==> src/rtl/id_issue_stage_if.sv <==
// Execute-side bus of the issue stage: the registered decode result plus the
// valid/ready handshake into the execute stage.
interface id_issue_stage_if #(parameter int XLEN = 32);
    logic            ex_valid;
    logic            ex_ready;
    logic [7:0]      aluop;
    logic [2:0]      alusel;
    logic [XLEN-1:0] reg1;
    logic [XLEN-1:0] reg2;
    logic [4:0]      wd;
    logic            wreg;
    logic [XLEN-1:0] pc;
    logic            illegal;

    modport master (
        output ex_valid, aluop, alusel, reg1, reg2, wd, wreg, pc, illegal,
        input  ex_ready
    );

    modport slave (
        input  ex_valid, aluop, alusel, reg1, reg2, wd, wreg, pc, illegal,
        output ex_ready
    );
endinterface

==> src/rtl/id_issue_stage.sv <==
// Decode/issue stage: decodes RV32I/RV64I logic, shift and LUI instructions,
// forwards operands, detects load-use hazards and feeds execute via a pipeline register.
module id_issue_stage #(
    parameter int XLEN    = 32,
    parameter int NUM_FWD = 2,
    parameter int PERF_W  = 16
) (
    input  logic                    clk,
    input  logic                    rst,
    input  logic                    inst_valid_i,
    input  logic [XLEN-1:0]         pc_i,
    input  logic [31:0]             inst_i,
    output logic                    id_ready_o,
    output logic                    reg1_read_o,
    output logic                    reg2_read_o,
    output logic [4:0]              reg1_addr_o,
    output logic [4:0]              reg2_addr_o,
    input  logic [XLEN-1:0]         reg1_data_i,
    input  logic [XLEN-1:0]         reg2_data_i,
    input  logic [NUM_FWD-1:0]      fwd_wreg_i,
    input  logic [5*NUM_FWD-1:0]    fwd_wd_i,
    input  logic [XLEN*NUM_FWD-1:0] fwd_wdata_i,
    input  logic [NUM_FWD-1:0]      fwd_rdy_i,
    input  logic                    flush_i,
    id_issue_stage_if.master        ex,
    output logic [PERF_W-1:0]       stall_cnt_o
);

    localparam logic [7:0] EXE_NOP_OP  = 8'b0000_0000;
    localparam logic [7:0] EXE_AND_OP  = 8'b0010_0100;
    localparam logic [7:0] EXE_OR_OP   = 8'b0010_0101;
    localparam logic [7:0] EXE_XOR_OP  = 8'b0010_0110;
    localparam logic [7:0] EXE_SLL_OP  = 8'b0111_1100;
    localparam logic [7:0] EXE_SRL_OP  = 8'b0000_0010;
    localparam logic [7:0] EXE_SRA_OP  = 8'b0000_0011;
    localparam logic [2:0] EXE_RES_NOP   = 3'b000;
    localparam logic [2:0] EXE_RES_LOGIC = 3'b001;
    localparam logic [2:0] EXE_RES_SHIFT = 3'b010;

    localparam logic [6:0] OPC_OP_IMM = 7'b0010011;
    localparam logic [6:0] OPC_OP     = 7'b0110011;
    localparam logic [6:0] OPC_LUI    = 7'b0110111;

    logic [7:0]      dec_aluop;
    logic [2:0]      dec_alusel;
    logic            dec_wreg;
    logic            dec_illegal;
    logic [XLEN-1:0] imm;
    logic [5:0]      shamt;
    logic            shamt_ok;
    logic [XLEN:0]   op1;
    logic [XLEN:0]   op2;
    logic            hazard;
    logic            accept;

    always_comb begin
        shamt    = (XLEN == 64) ? inst_i[25:20] : {1'b0, inst_i[24:20]};
        shamt_ok = (XLEN == 64) || !inst_i[25];
    end

    // Illegal encodings fall through to a harmless NOP that reads and writes nothing.
    always_comb begin
        dec_aluop   = EXE_NOP_OP;
        dec_alusel  = EXE_RES_NOP;
        dec_wreg    = 1'b0;
        dec_illegal = 1'b1;
        reg1_read_o = 1'b0;
        reg2_read_o = 1'b0;
        reg1_addr_o = inst_i[19:15];
        reg2_addr_o = inst_i[24:20];
        imm         = '0;
        case (inst_i[6:0])
            OPC_OP_IMM: begin
                reg1_read_o = 1'b1;
                imm         = XLEN'($signed(inst_i[31:20]));
                case (inst_i[14:12])
                    3'b110: begin dec_aluop = EXE_OR_OP;  dec_alusel = EXE_RES_LOGIC; dec_illegal = 1'b0; end
                    3'b111: begin dec_aluop = EXE_AND_OP; dec_alusel = EXE_RES_LOGIC; dec_illegal = 1'b0; end
                    3'b100: begin dec_aluop = EXE_XOR_OP; dec_alusel = EXE_RES_LOGIC; dec_illegal = 1'b0; end
                    3'b001: begin
                        imm = {{(XLEN-6){1'b0}}, shamt};
                        if (inst_i[31:26] == 6'b000000 && shamt_ok) begin
                            dec_aluop = EXE_SLL_OP; dec_alusel = EXE_RES_SHIFT; dec_illegal = 1'b0;
                        end
                    end
                    3'b101: begin
                        imm = {{(XLEN-6){1'b0}}, shamt};
                        if (inst_i[31:26] == 6'b000000 && shamt_ok) begin
                            dec_aluop = EXE_SRL_OP; dec_alusel = EXE_RES_SHIFT; dec_illegal = 1'b0;
                        end else if (inst_i[31:26] == 6'b010000 && shamt_ok) begin
                            dec_aluop = EXE_SRA_OP; dec_alusel = EXE_RES_SHIFT; dec_illegal = 1'b0;
                        end
                    end
                    default: dec_illegal = 1'b1;
                endcase
            end
            OPC_OP: begin
                reg1_read_o = 1'b1;
                reg2_read_o = 1'b1;
                case (inst_i[14:12])
                    3'b110: if (inst_i[31:25] == 7'b0000000) begin dec_aluop = EXE_OR_OP;  dec_alusel = EXE_RES_LOGIC; dec_illegal = 1'b0; end
                    3'b111: if (inst_i[31:25] == 7'b0000000) begin dec_aluop = EXE_AND_OP; dec_alusel = EXE_RES_LOGIC; dec_illegal = 1'b0; end
                    3'b100: if (inst_i[31:25] == 7'b0000000) begin dec_aluop = EXE_XOR_OP; dec_alusel = EXE_RES_LOGIC; dec_illegal = 1'b0; end
                    3'b001: if (inst_i[31:25] == 7'b0000000) begin dec_aluop = EXE_SLL_OP; dec_alusel = EXE_RES_SHIFT; dec_illegal = 1'b0; end
                    3'b101: begin
                        if (inst_i[31:25] == 7'b0000000) begin
                            dec_aluop = EXE_SRL_OP; dec_alusel = EXE_RES_SHIFT; dec_illegal = 1'b0;
                        end else if (inst_i[31:25] == 7'b0100000) begin
                            dec_aluop = EXE_SRA_OP; dec_alusel = EXE_RES_SHIFT; dec_illegal = 1'b0;
                        end
                    end
                    default: dec_illegal = 1'b1;
                endcase
            end
            OPC_LUI: begin
                reg1_read_o = 1'b1;
                reg1_addr_o = 5'd0;
                imm         = XLEN'($signed({inst_i[31:12], 12'b0}));
                dec_aluop   = EXE_OR_OP;
                dec_alusel  = EXE_RES_LOGIC;
                dec_illegal = 1'b0;
            end
            default: dec_illegal = 1'b1;
        endcase
        dec_wreg = !dec_illegal;
        if (dec_illegal) begin
            reg1_read_o = 1'b0;
            reg2_read_o = 1'b0;
            imm         = '0;
        end
    end

    // Returns {hazard, value}; channels are scanned oldest first so the youngest match wins.
    function automatic logic [XLEN:0] sel_operand(
        input logic                    rd,
        input logic [4:0]              addr,
        input logic [XLEN-1:0]         rf,
        input logic [XLEN-1:0]         imm_v,
        input logic [NUM_FWD-1:0]      wreg,
        input logic [5*NUM_FWD-1:0]    wd,
        input logic [XLEN*NUM_FWD-1:0] wdata,
        input logic [NUM_FWD-1:0]      rdy
    );
        logic [XLEN-1:0] v;
        logic            haz;
        v   = rf;
        haz = 1'b0;
        if (!rd) begin
            v = imm_v;
        end else if (addr == 5'd0) begin
            v = '0;
        end else begin
            for (int k = NUM_FWD - 1; k >= 0; k--) begin
                if (wreg[k] && wd[5*k +: 5] == addr) begin
                    v   = wdata[XLEN*k +: XLEN];
                    haz = !rdy[k];
                end
            end
        end
        return {haz, v};
    endfunction

    always_comb begin
        op1 = sel_operand(reg1_read_o, reg1_addr_o, reg1_data_i, imm,
                          fwd_wreg_i, fwd_wd_i, fwd_wdata_i, fwd_rdy_i);
        op2 = sel_operand(reg2_read_o, reg2_addr_o, reg2_data_i, imm,
                          fwd_wreg_i, fwd_wd_i, fwd_wdata_i, fwd_rdy_i);
        hazard     = inst_valid_i && (op1[XLEN] || op2[XLEN]);
        id_ready_o = (!ex.ex_valid || ex.ex_ready) && !hazard && !flush_i;
        accept     = inst_valid_i && id_ready_o;
    end

    // Flush beats a new accept, which beats a plain drain; otherwise the register holds.
    always_ff @(posedge clk or negedge rst) begin
        if (!rst) begin
            ex.ex_valid <= 1'b0;
            ex.aluop    <= EXE_NOP_OP;
            ex.alusel   <= EXE_RES_NOP;
            ex.reg1     <= '0;
            ex.reg2     <= '0;
            ex.wd       <= '0;
            ex.wreg     <= 1'b0;
            ex.pc       <= '0;
            ex.illegal  <= 1'b0;
        end else if (flush_i) begin
            ex.ex_valid <= 1'b0;
            ex.wreg     <= 1'b0;
            ex.illegal  <= 1'b0;
        end else if (accept) begin
            ex.ex_valid <= 1'b1;
            ex.aluop    <= dec_aluop;
            ex.alusel   <= dec_alusel;
            ex.reg1     <= op1[XLEN-1:0];
            ex.reg2     <= op2[XLEN-1:0];
            ex.wd       <= inst_i[11:7];
            ex.wreg     <= dec_wreg;
            ex.pc       <= pc_i;
            ex.illegal  <= dec_illegal;
        end else if (ex.ex_valid && ex.ex_ready) begin
            ex.ex_valid <= 1'b0;
            ex.wreg     <= 1'b0;
        end
    end

    always_ff @(posedge clk or negedge rst) begin
        if (!rst) begin
            stall_cnt_o <= '0;
        end else if (hazard && !flush_i && stall_cnt_o != {PERF_W{1'b1}}) begin
            stall_cnt_o <= stall_cnt_o + 1'b1;
        end
    end

endmodule

==> src/flat_wrapper.sv <==
// flat-port wrapper written by rule: the top's interface ports become plain ports
module id_issue_stage_flat 
#(
    parameter int XLEN    = 32,
    parameter int NUM_FWD = 2,
    parameter int PERF_W  = 16
)
  (clk, rst, inst_valid_i, pc_i, inst_i, id_ready_o, reg1_read_o, reg2_read_o, reg1_addr_o, reg2_addr_o, reg1_data_i, reg2_data_i, fwd_wreg_i, fwd_wd_i, fwd_wdata_i, fwd_rdy_i, flush_i, stall_cnt_o, ex_ex_valid, ex_aluop, ex_alusel, ex_reg1, ex_reg2, ex_wd, ex_wreg, ex_pc, ex_illegal, ex_ex_ready);
  id_issue_stage_if #(.XLEN(XLEN)) ex_i ();
  input  logic clk;
  input  logic rst;
  input  logic inst_valid_i;
  input  logic [XLEN-1:0] pc_i;
  input  logic [31:0] inst_i;
  output logic id_ready_o;
  output logic reg1_read_o;
  output logic reg2_read_o;
  output logic [4:0] reg1_addr_o;
  output logic [4:0] reg2_addr_o;
  input  logic [XLEN-1:0] reg1_data_i;
  input  logic [XLEN-1:0] reg2_data_i;
  input  logic [NUM_FWD-1:0] fwd_wreg_i;
  input  logic [5*NUM_FWD-1:0] fwd_wd_i;
  input  logic [XLEN*NUM_FWD-1:0] fwd_wdata_i;
  input  logic [NUM_FWD-1:0] fwd_rdy_i;
  input  logic flush_i;
  output logic [PERF_W-1:0] stall_cnt_o;
  output wire logic [$bits(ex_i.ex_valid)-1:0] ex_ex_valid;
  output wire logic [$bits(ex_i.aluop)-1:0] ex_aluop;
  output wire logic [$bits(ex_i.alusel)-1:0] ex_alusel;
  output wire logic [$bits(ex_i.reg1)-1:0] ex_reg1;
  output wire logic [$bits(ex_i.reg2)-1:0] ex_reg2;
  output wire logic [$bits(ex_i.wd)-1:0] ex_wd;
  output wire logic [$bits(ex_i.wreg)-1:0] ex_wreg;
  output wire logic [$bits(ex_i.pc)-1:0] ex_pc;
  output wire logic [$bits(ex_i.illegal)-1:0] ex_illegal;
  input wire logic [$bits(ex_i.ex_ready)-1:0] ex_ex_ready;
  assign ex_ex_valid = ex_i.ex_valid;
  assign ex_aluop = ex_i.aluop;
  assign ex_alusel = ex_i.alusel;
  assign ex_reg1 = ex_i.reg1;
  assign ex_reg2 = ex_i.reg2;
  assign ex_wd = ex_i.wd;
  assign ex_wreg = ex_i.wreg;
  assign ex_pc = ex_i.pc;
  assign ex_illegal = ex_i.illegal;
  assign ex_i.ex_ready = ex_ex_ready;
  id_issue_stage #(.XLEN(XLEN), .NUM_FWD(NUM_FWD), .PERF_W(PERF_W)) u_core (.clk(clk), .rst(rst), .inst_valid_i(inst_valid_i), .pc_i(pc_i), .inst_i(inst_i), .id_ready_o(id_ready_o), .reg1_read_o(reg1_read_o), .reg2_read_o(reg2_read_o), .reg1_addr_o(reg1_addr_o), .reg2_addr_o(reg2_addr_o), .reg1_data_i(reg1_data_i), .reg2_data_i(reg2_data_i), .fwd_wreg_i(fwd_wreg_i), .fwd_wd_i(fwd_wd_i), .fwd_wdata_i(fwd_wdata_i), .fwd_rdy_i(fwd_rdy_i), .flush_i(flush_i), .ex(ex_i), .stall_cnt_o(stall_cnt_o));
endmodule
==> config.mk <==
export PLATFORM = sky130hd
export DESIGN_NAME = id_issue_stage_flat
export DESIGN_NICKNAME = d
export VERILOG_FILES = /design/src/rtl/id_issue_stage_if.sv /design/src/rtl/id_issue_stage.sv /design/src/flat_wrapper.sv
export SDC_FILE = /design/constraint.sdc
export NUM_CORES = 1
export LEC_CHECK = 0
export BUFFER_PORTS_ARGS = -buffer_cell sky130_fd_sc_hd__buf_2
export CAP_MARGIN = 10
export CORE_AREA = 2 2 159 161
export CTS_BUF_LIST = sky130_fd_sc_hd__clkbuf_16
export CTS_CLUSTER_DIAMETER = 60
export DETAILED_ROUTE_END_ITERATION = 7
export DIE_AREA = 0 0 161 163
export PLACE_DENSITY = 0.53
export SYNTH_ARGS = -nofsm -noshare
export SYNTH_HDL_FRONTEND = slang
export SYNTH_SLANG_ARGS = --single-unit
==> constraint.sdc <==
create_clock -name clk -period 4.6 [get_ports clk]
set_clock_uncertainty 0.15 [all_clocks]
set_input_delay 0.69 -clock clk [delete_from_list [all_inputs] [get_ports clk]]
set_output_delay 0.69 -clock clk [all_outputs]
set_load 0.02 [all_outputs]
# After elaboration in Yosys (flattened, before gate mapping)
# Index checks and enable logic that the tools add are counted.
[op_classes]
n_addsub = 1
n_eq_ne = 15
muxes = 62
n_bitwise = 1
n_reduce_logical = 33
[op_table]
columns = ["op", "n"]
rows = [
  ["32-bit 2-to-1 mux", 10],
  ["8-bit one-hot mux with 5 select lines", 2],
  ["32-bit one-hot mux with 2 select lines", 1],
  ["3-bit one-hot mux with 3 select lines", 3],
  ["1-bit 2-to-1 mux", 26],
  ["8-bit one-hot mux with 3 select lines", 1],
  ["7-bit by 6-bit == test with 1-bit output (second input constant)", 3],
  ["5-bit == test", 4],
  ["6-bit 2-to-1 mux", 3],
  ["16-bit by 1-bit adder with 16-bit output (second input constant)", 1],
  ["8-bit 2-to-1 mux", 2],
  ["16-bit != test (second input constant)", 1],
  ["7-bit 2-to-1 mux", 2],
  ["1-bit logical AND", 13],
  ["3-bit == test (second input constant)", 4],
  ["2-bit 2-to-1 mux", 6],
  ["5-bit zero test", 2],
  ["7-bit by 5-bit == test with 1-bit output (second input constant)", 1],
  ["1-bit zero test", 7],
  ["7-bit zero test", 1],
  ["6-bit by 5-bit == test with 1-bit output (second input constant)", 1],
  ["6-bit zero test", 1],
  ["3-bit 2-to-1 mux", 2],
  ["1-bit one-hot mux with 3 select lines", 2],
  ["11 further kinds", 13],
]
[word_totals]
regBits = 131
in_bits = 211

# Depth between registers and ports, before layout
# Gate-level depths: netlist of run 1.
[logic_depth]
depth_word = 16
ltp_mapped = 12
depth_no_buf = 8

# Least setup slack after synthesis of run 1
# OpenSTA, ideal clock, no wires.
[synth_timing]
kind = "input -> output"
startpoint = "input inst_i[6]"
endpoint = "output id_ready_o"
t_arrival_ns = 2.447
setup_slack_ns = 1.313
stages = 7
cell_sequence = "nand4b_1 > nor2_4 > nor2_1 > o2111ai_2 > o31ai_1 > a21o_1 > a21boi_0"
[synth_via]
elab_chain_cells = 13
elab_cells_between_ends = 25
classes_between = "5 x eq/ne; 11 x mux; 9 x reduce/logical"
[synth_rtl]
columns = ["element", "line", "source"]
rows = [
  ["start: declaration", "flat_wrapper.sv:14", "input logic [31:0] inst_i;"],
  ["7-bit by 6-bit == test with 1-bit output (*)", "id_issue_stage.sv:72", "case (inst_i[6:0])"],
  ["5-bit 2-to-1 mux (*)", "id_issue_stage.sv:72", ""],
  ["net reg1_addr_o[0]", "flat_wrapper.sv:18", "output logic [4:0] reg1_addr_o;"],
  ["5-bit == test", "id_issue_stage.sv:154", "if (wreg[k] && wd[5*k +: 5] == addr) begin"],
  ["1-bit logical AND", "id_issue_stage.sv:154", ""],
  ["1-bit 2-to-1 mux (2 in series)", "id_issue_stage.sv:154", ""],
  ["1-bit 2-to-1 mux (*)", "id_issue_stage.sv:150", "end else if (addr == 5'd0) begin"],
  ["1-bit 2-to-1 mux (*)", "id_issue_stage.sv:148", "if (!rd) begin"],
  ["1-bit logical OR (*)", "id_issue_stage.sv:168", "hazard = inst_valid_i && (op1[XLEN] || op2[XLEN]);"],
  ["1-bit logical AND (*)", "id_issue_stage.sv:168", ""],
  ["1-bit zero test (*)", "id_issue_stage.sv:169", "id_ready_o = (!ex.ex_valid || ex.ex_ready) && !hazard && !flush_i;"],
  ["1-bit logical AND (*) (2 in series)", "id_issue_stage.sv:169", ""],
  ["end: declaration", "flat_wrapper.sv:15", "output logic id_ready_o;"],
]
# The timed path passes the listed nets; every way through them passes the cells marked *.

# Worst setup path in the final report of run 1
[layout_timing]
startpoint = "input inst_i[6]"
endpoint = "output id_ready_o"
[layout_via]
elab_chain_cells = 13
elab_cells_between_ends = 25
classes_between = "5 x eq/ne; 11 x mux; 9 x reduce/logical"
[layout_rtl]
columns = ["element", "line"]
rows = [
  ["7-bit by 6-bit == test with 1-bit output", "id_issue_stage.sv:72"],
  ["5-bit 2-to-1 mux", "id_issue_stage.sv:72"],
  ["5-bit == test", "id_issue_stage.sv:154"],
  ["1-bit logical AND", "id_issue_stage.sv:154"],
  ["1-bit 2-to-1 mux (2 in series)", "id_issue_stage.sv:154"],
  ["1-bit 2-to-1 mux", "id_issue_stage.sv:150"],
  ["1-bit 2-to-1 mux", "id_issue_stage.sv:148"],
  ["1-bit logical OR (*)", "id_issue_stage.sv:168"],
  ["1-bit logical AND (*)", "id_issue_stage.sv:168"],
  ["1-bit zero test (*)", "id_issue_stage.sv:169"],
  ["1-bit logical AND (*) (2 in series)", "id_issue_stage.sv:169"],
]
# Every way passes the cells marked *; elsewhere a longest branch is shown, timed or not.

==> flow_summary.toml, run 1 <==
[critical_path]
slowest_delay_ns = 0.66
timing.critical_path.from = "inst_i[6]"
cp_cell_sequence = "buf_2 -> nand4b_1 -> nor2_4 -> o21a_1 -> o2111ai_4 -> o31ai_1 -> a21o_1 -> a21boi_0 -> buf_2"
cp-end-kind = "primary output"
timing.critical_path.from_type = "input pin"
crit_path_max_fanout = 17
critical_path_required_ns = 3.76
timing.critical_path.slowest_stage_cell = "sky130_fd_sc_hd__o31ai_1"
endpoint = "id_ready_o"
timing_worst_setup_path_type = "input pin to primary output"
setup.reg_to_reg.worst_slack_ns = 1.94
cp_data_arrival_time_ns = 3.02
critical_path.reg2reg.endpoint = "u_core.stall_cnt_o[1]"
r2r_start = "u_core.stall_cnt_o[2]"
cp_dominant_cell_by_count = "sky130_fd_sc_hd__buf_2"
worstRegToRegCells = 8

[yosys]
async_flop_share_pct = 100
synth_sequential_area_ratio_pct = 43.3
cell_count_after_synthesis = 808
ys_seq_elements = 126
synth_enable_flop_cells = 0
synth.lib_cells_used.distinct = 59
yosys_most_used_dff = "sky130_fd_sc_hd__dfrtp_1"
synthesis.area_mm2 = 0.00729
syn_area_per_cell_um2 = 9.02
yosysWarnings = 0

[cts]
clock_insertion_delay_worst_skew_ns = 0.42
cts.root.buffer_cell = "sky130_fd_sc_hd__clkbuf_16"
postCtsSetupBuffers = 0
cts-root-to-sink-buffers = 2
cts.hold.buffers_added = 0
cts_num_sinks = 126
post_cts_resized = 0
cts_htree_levels = 4
clkTransAtPathRegs_ns = 0.06
number_of_clock_buffers_inserted_by_tritoncts = 17
cts_tree = "done"

[timing]
finalCritPeriodShare_pct = 83.9
period_minus_slack_ns = 3.86
grt_setup_unrepaired = "no"
tns_ns = 0
max-slew-margin-rel_pct = 47.1
final-max-slew-violation-count = 0
finalSetupViolCount = 0
max_freq_ghz = 0.259
report.final.hold_viol_count = 0
worst-slew-pin-transition_ns = 0.788

[global_route]
total_global_route_track_usage_pct = 20.7
grt_antenna_before_repair = 1
grt_overflow = 0
grt_first_pass_wirelength_mm = 41.2
first_global_vias = 6825
grt_max_degree = 110

[worst_hold_path]
worst_hold_path_type = "input pin to asynchronous set/reset pin"

[route]
num_vias = 7082
wl_mm = 27.6
detail_route.first_pass.iterations = 5
detail-route-antenna-nets = 0
detail_route.drc_violations = 0
routed_via_density = 4.80
wl_per_cell_um = 18.7
drtIter0Drc = 374

[power]
power.leakage_nw = 4.95
share_seq_of_total_power_pct = 40.1
irDropWorstVdd_v = 0.000158
clkPwrFrac_pct = 42.5
cell_internal_pwr_w = 0.00212
power-per-cell-area_mw_per_mm2 = 301
comb_power_share_pct = 17.4
sw_frac_of_total_pct = 28.9
switchingPower_w = 0.000861

[placement]
gp_congestion = 0.852
dp_cells = 1445
place.port_buffers = 352
detailedPlacementHpwl_mm = 21.5

[job]
cap_violations = 0

[finish]
flow.area_growth_from_synthesis_pct = 35.9
final_nets = 1346
finalNonFillerCells = 1476
share_of_post_route_cells_with_drive_strength_above_1_pct = 38.9
insertedDiodeCount = 0

[floorplan]
die_w_um = 161
standard_cell_rows = 58
placeable_core_region_mm2 = 0.0247
die_area_mm2 = 0.0262
top_level_ports = 355
starting_utilization_of_the_core_area_pct = 29.5
fp.dieH_um = 163

[status]
run_status = "finished, final reports clean"
## worst min-delay path by stage
| stage | cells after the start | to | slack (ns) | start |
|---|---|---|---|---|
| 2_1_floorplan | 0 | u_core.ex.aluop[0] | 0.24 | rst |
| 3_3_place_gp | 2 | u_core.ex.reg1[15] | 0.31 | u_core.ex.reg1[15] |
| 3_5_place_dp | 2 | u_core.ex.aluop[1] | 0.31 | u_core.ex.aluop[1] |
| 4_1_cts | 1 | u_core.ex.pc[22] | 0.19 | rst |
| 5_1_grt | 1 | u_core.ex.pc[22] | 0.20 | rst |
| 6_report | 1 | u_core.ex.pc[22] | 0.17 | rst |
## cells by family after synthesis
family	count (synthesis)	share of synthesized area (%)
and+or+nand+nor	240	14.8
AOI/OAI and AO/OA	230	18.8
DFF	126	43.3
muxes	102	14.7
buffers and inverters	83	5.24
xor gates and xnor gates	24	2.88
adders and majority gates	2	0.309
other	1	0.0515
## synth_stat cells (all sizes together) (2+ instances only)
| master | instances | share of area (%) |
|---|---|---|
| a31oi | 2 | 0.17 |
| xnor2 | 10 | 1.2 |
| nand4 | 4 | 0.34 |
| o21ai | 110 | 7.6 |
| a21o | 2 | 0.21 |
| o2111ai | 2 | 0.33 |
| o221ai | 2 | 0.24 |
| and3 | 4 | 0.34 |
| nor2 | 38 | 2.1 |
| nand3 | 7 | 0.48 |
| mux2 | 38 | 5.9 |
| inv | 19 | 0.98 |
| dfrtp | 126 | 43 |
| o32ai | 2 | 0.24 |
| buf | 28 | 2.4 |
| nand2b | 5 | 0.43 |
| nand4b | 2 | 0.24 |
| a21boi | 2 | 0.21 |
| a21oi | 47 | 3.2 |
| nor4 | 8 | 0.89 |
| and2 | 3 | 0.26 |
| xor2 | 14 | 1.7 |
| o21a | 2 | 0.21 |
| o31ai | 2 | 0.21 |
| nor4bb | 2 | 0.27 |
| nor3b | 2 | 0.27 |
| a22oi | 15 | 1.5 |
| clkbuf | 36 | 1.9 |
| o211ai | 33 | 3.4 |
| nor3 | 7 | 0.48 |
| nor2b | 4 | 0.34 |
| mux2i | 64 | 8.8 |
| nand2 | 147 | 7.6 |
## final cells by class
class                   count  area (um2)
repair buffers            370        1930
clock buffers              17         425
fillers                  2550       14800
well taps                 330         413
multi-input cells         600        3790
clock inverters            14         123
inverters                  19        71.3
flip-flops and latches    126        3150
## power by group through the flow
| stage | Combinational [W] | Sequential (W) | Clock (W) |
|---|---|---|---|
| 6_report | 0.000518 | 0.00119 | 0.00126 |
| 5_1_grt | 0.000565 | 0.00120 | 0.00136 |
| 4_1_cts | 0.000526 | 0.00119 | 0.00130 |
| 3_5_place_dp | 0.000524 | 0.00122 | 0 |
| 3_3_place_gp | 0.000518 | 0.00121 | 0 |
| 2_1_floorplan | 0.000186 | 0.00129 | 0 |
## cell usage in the layout (no fill, tap or decap), types with 16 or more instances in the layout
| cell | count |
|---|---|
| sky130_fd_sc_hd__nand2_1 | 147 |
| sky130_fd_sc_hd__buf_4 | 16 |
| sky130_fd_sc_hd__o211ai_1 | 33 |
| sky130_fd_sc_hd__nor2_1 | 37 |
| sky130_fd_sc_hd__mux2i_1 | 64 |
| sky130_fd_sc_hd__o21ai_0 | 105 |
| sky130_fd_sc_hd__dfrtp_1 | 126 |
| sky130_fd_sc_hd__mux2_2 | 38 |
| sky130_fd_sc_hd__a21oi_1 | 46 |
| sky130_fd_sc_hd__clkbuf_16 | 17 |
| sky130_fd_sc_hd__inv_1 | 20 |
| sky130_fd_sc_hd__buf_2 | 351 |
## sequential cells by signal (all words and copies together) (netlist names)
| signal | cells |
|---|---|
| u_core.ex.aluop | 4 |
| u_core.ex.pc | 32 |
| u_core.ex.reg2 | 32 |
| u_core.ex.wd | 5 |
| u_core.ex.reg1 | 32 |
| u_core.ex.illegal | 1 |
| u_core.stall_cnt_o | 16 |
| u_core.ex.ex_valid | 1 |
| u_core.ex.wreg | 1 |
| u_core.ex.alusel | 2 |
## metal layers
layer	wire length (um)	share of wire (%)	GRT usage [%]
met1	12800	46	28.9
met2	13000	47	33.6
met3	1630	5.9	4.18
met4	166	0.60	3.94
met5	13	0.047	0
## metrics by stage
stage	setup slack [ns]	hold WS [ns]	power (W)	area, um2	utilization, %
6_report	0.740	0.166	0.00298	9900	40.1
5_1_grt	0.533	0.196	0.00312	9900	40.1
4_1_cts	0.742	0.190	0.00302	9900	40.1
3_5_place_dp	0.732	0.314	0.00174	9350	37.9
3_3_place_gp	0.790	0.306	0.00173	9350	37.9
2_1_floorplan	1.31	0.244	0.00148	7290	-
## critical path: cells and delay by family
kind | cells | cell delay, ns
buffers and inverters | 2 | 0.30
AO/OA/AOI/OAI | 5 | 1.34
AND/OR/NAND/NOR | 2 | 0.70
(Power assumes the default switching activity.)
==> inputs of run 2 (changes only) <==
==> constraint.sdc (replaced) <==
create_clock -name clk -period 3.9 [get_ports clk]
set_clock_uncertainty 0.15 [all_clocks]
set_input_delay 0.585 -clock clk [delete_from_list [all_inputs] [get_ports clk]]
set_output_delay 0.585 -clock clk [all_outputs]
set_load 0.02 [all_outputs]
==> run 2 against run 1 <==
Effect of this change:
- worst hold slack got worse by 0.13 ns
- clock-buffer cell count unchanged
- utilization increased by 0.59 points
- wire length increased by 0.46%
- power increased by 28%
- register-to-register slack got worse by 0.67 ns
- clock power increased by 42%
- flip-flop and latch count unchanged
- via count increased by 2.1%
- critical endpoint unchanged
- highest routed layer unchanged
==> flow_summary.toml, run 2 (synthesis results as in run 1) <==
[finish]
final_nets = 1347
mostFrequentLayoutCell = "sky130_fd_sc_hd__buf_2"
fillerInstances = 2504
layout.cells.most_common_list = "351 x sky130_fd_sc_hd__buf_2, 147 x sky130_fd_sc_hd__nand2_1, 126 x sky130_fd_sc_hd__dfrtp_1"
post-route-cell-area_mm2 = 0.0100
reg.largest.list = "u_core.ex.pc x32, u_core.ex.reg1 x32, u_core.ex.reg2 x32"
flow.area_growth_from_synthesis_pct = 37.9
share_of_post_route_cells_with_drive_strength_above_1_pct = 39.2

[critical_path]
cp_cell_sequence = "buf_2 -> nand4b_1 -> nor2_4 -> o21a_1 -> o2111ai_4 -> o31ai_1 -> a21o_1 -> a21boi_0 -> buf_2"
slowest_delay_ns = 0.64
cp_data_arrival_time_ns = 2.92
cp-end-kind = "primary output"
timing_worst_setup_path_type = "input pin to primary output"
crit_path_max_fanout = 17
critical_path_required_ns = 3.16
timing.critical_path.slowest_stage_cell = "sky130_fd_sc_hd__o31ai_1"
cp_dominant_cell_by_count = "sky130_fd_sc_hd__buf_2"
timing.critical_path.from_type = "input pin"

[floorplan]
standard_cell_rows = 58
top_level_ports = 355
die_w_um = 161
starting_utilization_of_the_core_area_pct = 29.5
die_area_mm2 = 0.0262
fp.dieH_um = 163
placeable_core_region_mm2 = 0.0247

[route]
wl_mm = 27.8
routed_via_density = 4.89
detail_route.drc_violations = 0
detail-route-antenna-nets = 0
wl_per_cell_um = 18.8
detail_route.first_pass.iterations = 5
num_vias = 7228
drtIter0Drc = 413

[timing]
tns_ns = 0
report.final.hold_viol_count = 0
period_minus_slack_ns = 3.66
finalSetupViolCount = 0
max_freq_ghz = 0.274
final-max-slew-violation-count = 0
max-slew-margin-rel_pct = 47.1
worst-slew-pin-transition_ns = 0.787
grt_setup_unrepaired = "no"
finalCritPeriodShare_pct = 93.7

[power]
power.leakage_nw = 5.02
comb_power_share_pct = 16.1
cell_internal_pwr_w = 0.00272
power-per-cell-area_mw_per_mm2 = 379
sw_frac_of_total_pct = 28.5
share_seq_of_total_power_pct = 37.0
switchingPower_w = 0.00109
irDropWorstVdd_v = 0.000269
clkPwrFrac_pct = 46.9

[job]
cap_violations = 0

[global_route]
first_global_vias = 6895
grt_antenna_before_repair = 2
total_global_route_track_usage_pct = 20.8
grt_overflow = 0
grt_first_pass_wirelength_mm = 41.3
grt_max_degree = 83

[placement]
place.port_buffers = 352
detailedPlacementHpwl_mm = 21.4
gp_congestion = 0.812
post_place_instance_area_mm2 = 0.00940

[cts]
clock_insertion_delay_worst_skew_ns = 0.42
cts-root-to-sink-buffers = 2
cts_tree = "done"
number_of_clock_buffers_inserted_by_tritoncts = 17
cts_htree_levels = 4
postCtsSetupBuffers = 0
cts.root.buffer_cell = "sky130_fd_sc_hd__clkbuf_16"
cts.hold.buffers_added = 0
post_cts_resized = 0
cts_num_sinks = 126
clkTransAtPathRegs_ns = 0.06

[worst_hold_path]
worst_hold_path_type = "input pin to asynchronous set/reset pin"

[status]
run_status = "finished, final reports clean"
## run 2: final timing paths
kind | slack (ns) | end | cells past startpoint | start
worst max-delay path | 0.24 | id_ready_o | 9 | inst_i[6]
worst min-delay path | 0.03 | u_core.ex.pc[22] | 1 | rst
worst max register to register | 1.27 | u_core.stall_cnt_o[1] | 8 | u_core.stall_cnt_o[2]
worst min register to register | 0.32 | u_core.ex.aluop[1] | 2 | u_core.ex.aluop[1]
max in group asynchronous | 2.79 | u_core.ex.reg2[12] | 2 | rst
min in group clk | 0.21 | u_core.ex.ex_valid | 2 | flush_i
## run 2: power groups by stage
stage | clock, W | sequential, W | combinational (W)
6_report | 0.00179 | 0.00141 | 0.000613
5_1_grt | 0.00188 | 0.00142 | 0.000667
4_1_cts | 0.00183 | 0.00141 | 0.000620
3_5_place_dp | 0 | 0.00143 | 0.000619
3_3_place_gp | 0 | 0.00143 | 0.000612
2_1_floorplan | 0 | 0.00152 | 0.000219
## run 2: cell type report
class | instances | area, um2 | area share, %
diodes | 1 | 2.50 | 0.0249
flip-flops and latches | 126 | 3150 | 31.4
clock buffers | 17 | 425 | 4.23
inverters | 19 | 71.3 | 0.710
repair buffers | 371 | 1970 | 19.6
clock inverters | 15 | 220 | 2.19
well taps | 330 | 413 | 4.11
multi-input cells | 600 | 3790 | 37.7
## run 2: metrics by stage
stage | worst slack, ns | std cells | util [%] | power (W) | hold WS [ns]
floorplan | 0.823 | 809 | - | 0.00174 | 0.139
global placement | 0.246 | 1446 | 38.1 | 0.00204 | 0.306
detailed placement | 0.208 | 1446 | 38.1 | 0.00205 | 0.306
CTS | 0.253 | 1478 | 40.7 | 0.00386 | 0.0604
global route | 0.165 | 1478 | 40.7 | 0.00397 | 0.0955
finish | 0.245 | 1479 | 40.7 | 0.00381 | 0.0319
## run 2: worst max-delay path, delay by kind of cell
family	cells	cell delay (ns)
simple gates	2	0.71
buf+inv	2	0.29
compound gates	5	1.34
## run 2: layer usage
metal	vias to the layer above	GRT usage, %	routed length [um]
met2	278	33.6	13100
li1	3527	-	-
met5	-	0	13
met4	2	6.70	423
met3	21	5.02	2030
met1	3400	27.5	12200
==> inputs of run 3 (changes only) <==
--- a/config.mk
+++ b/config.mk
@@ -7,12 +7,12 @@
 export LEC_CHECK = 0
 export BUFFER_PORTS_ARGS = -buffer_cell sky130_fd_sc_hd__buf_2
 export CAP_MARGIN = 10
-export CORE_AREA = 2 2 159 161
+export CORE_AREA = 2 2 148 150
 export CTS_BUF_LIST = sky130_fd_sc_hd__clkbuf_16
 export CTS_CLUSTER_DIAMETER = 60
 export DETAILED_ROUTE_END_ITERATION = 7
-export DIE_AREA = 0 0 161 163
-export PLACE_DENSITY = 0.53
+export DIE_AREA = 0 0 150 152
+export PLACE_DENSITY = 0.6
 export SYNTH_ARGS = -nofsm -noshare
 export SYNTH_HDL_FRONTEND = slang
 export SYNTH_SLANG_ARGS = --single-unit
==> run 3 against run 2 <==
Effect of this change:
- the flow now finishes with violations (hold timing)
- sequential share of layout area is 0.26 points higher
- clock power fell by 6%
- utilization grew 5.9 points
- via count fell by 0.87%
- flip-flop and latch count unchanged
- wire length down 5.6%
- global-route usage up 1.8 points
- final cell count shrank 3.2%
- clock-buffer cell count unchanged
- worst hold slack worse by 0.054 ns
- largest power group unchanged
==> flow_summary.toml, run 3 (synthesis results as in run 1) <==
[cts]
postCtsSetupBuffers = 0
cts_tree = "done"
cts_num_sinks = 126
post_cts_resized = 0
cts-root-to-sink-buffers = 2
cts.hold.buffers_added = 0
number_of_clock_buffers_inserted_by_tritoncts = 17
cts.root.buffer_cell = "sky130_fd_sc_hd__clkbuf_16"
clock_insertion_delay_worst_skew_ns = 0.42
clkTransAtPathRegs_ns = 0.07
cts_htree_levels = 4

[global_route]
total_global_route_track_usage_pct = 22.6
grt_use_met2_pct = 38.9
grt.met1_usage_pct = 28.3
grt_most_used_layer = "met2"
grt_overflow = 0
first_global_vias = 6969
grt_antenna_before_repair = 5
grt_max_degree = 67
grt_first_pass_wirelength_mm = 39.7
grt_use_met3_pct = 4.80

[floorplan]
top_level_ports = 355
die_w_um = 150
standard_cell_rows = 54
die_area_mm2 = 0.0228
placeable_core_region_mm2 = 0.0214
starting_utilization_of_the_core_area_pct = 34.1
fp.dieH_um = 152

[power]
power-per-cell-area_mw_per_mm2 = 371
power.leakage_nw = 5.01
irDropWorstVdd_v = 0.000229

[route]
routed_via_density = 5.00
num_vias = 7165
detail_route.first_pass.iterations = 5
detail_route.drc_violations = 0
wl_per_cell_um = 18.3
wl_mm = 26.2
detail-route-antenna-nets = 0
drtIter0Drc = 286

[critical_path]
critical_path_required_ns = 3.16
timing_worst_setup_path_type = "input pin to primary output"
cp_cell_sequence = "buf_2 -> nand4b_1 -> nor2_4 -> o21a_1 -> o2111ai_4 -> o31ai_1 -> a21o_1 -> a21boi_0 -> buf_2"
crit_path_max_fanout = 12
cp-end-kind = "primary output"
path_delay_family = "compound AO/OA/AOI/OAI gates"
timing.critical_path.from_type = "input pin"
slowest_delay_ns = 0.54
timing.critical_path.buf_inv = 2
timing.critical_path.slowest_stage_cell = "sky130_fd_sc_hd__o31ai_1"
cp_dominant_cell_by_count = "sky130_fd_sc_hd__buf_2"
cp_data_arrival_time_ns = 2.70

[finish]
finalNonFillerCells = 1432
flow.area_growth_from_synthesis_pct = 36.7
final_nets = 1349
layout.cells.most_common_list = "351 x sky130_fd_sc_hd__buf_2, 147 x sky130_fd_sc_hd__nand2_1, 126 x sky130_fd_sc_hd__dfrtp_1"
mostFrequentLayoutCell = "sky130_fd_sc_hd__buf_2"
fillerInstances = 2134
share_of_post_route_cells_with_drive_strength_above_1_pct = 39.2
reg.largest.list = "u_core.ex.pc x32, u_core.ex.reg1 x32, u_core.ex.reg2 x32"

[status]
run_status = "finished, violations left"
violations = "hold timing"

[timing]
whs_ns = -0.0221
period_minus_slack_ns = 3.43
finalSetupViolCount = 0
final-max-slew-violation-count = 0
report.final.hold_viol_count = 8
finalCritPeriodShare_pct = 88.0
max-slew-margin-rel_pct = 45.9
grt_setup_unrepaired = "no"
max_freq_ghz = 0.292
tns_ns = 0
worst-slew-pin-transition_ns = 0.811
worst_slack_ns = 0.470

[placement]
place.port_buffers = 352
dp_cells = 1398
detailedPlacementHpwl_mm = 20.1
worst_setup_slack_post_dpl_ns = 0.324
gp_congestion = 0.881

[job]
cap_violations = 0

[worst_hold_path]
worst_hold_path_type = "input pin to asynchronous set/reset pin"
run 3: routing by layer:
layer | part of all wire [%] | routed length [um] | up-vias
met2 | 49 | 12900 | 269
met4 | 1.9 | 489 | 2
met3 | 6.3 | 1650 | 30
met5 | 0.050 | 13 | -
li1 | - | - | 3522
met1 | 43 | 11200 | 3342
run 3: area by class of cell:
cell class              count  area [um2]  area share (%)
well taps                 280         350            3.52
repair buffers            373        1960            19.7
diodes                      3        7.51          0.0753
clock inverters            14         193            1.93
clock buffers              17         425            4.27
inverters                  19        71.3           0.716
flip-flops and latches    126        3150            31.6
multi-input cells         600        3800            38.1
run 3: stage by stage:
step / hold slack (ns) / util, % / area [um2] / power [W]
after detailed placement: 0.311 / 43.7 / 9340 / 0.00204
after CTS: 0.00532 / 46.6 / 9960 / 0.00374
after floorplan: 0.139 / - / 7290 / 0.00174
after global placement: 0.307 / 43.7 / 9340 / 0.00203
after global routing: 0.0100 / 46.7 / 9960 / 0.00387
final: -0.0221 / 46.7 / 9960 / 0.00369
run 3: final timing paths:
check                           depth (start not counted)                endpoint                   from  slack [ns]
min in group clk                                        2      u_core.ex.ex_valid                flush_i        0.24
worst max register to register                          9  u_core.stall_cnt_o[12]  u_core.stall_cnt_o[2]        0.86
worst min register to register                          2      u_core.ex.reg1[11]     u_core.ex.reg1[11]        0.32
max in group asynchronous                               2        u_core.ex.pc[22]                    rst        2.81
worst max-delay path                                    9              id_ready_o              inst_i[6]        0.47
worst min-delay path                                    1      u_core.ex.ex_valid                    rst       -0.02
run 3: power breakdown:
part	total (W)	internal [W]	switching, W	leakage (nW)
Sequential	0.00141	0.00138	0.0000308	1.66
Clock	0.00168	0.00107	0.000615	0.299
Combinational	0.000603	0.000249	0.000354	3.05
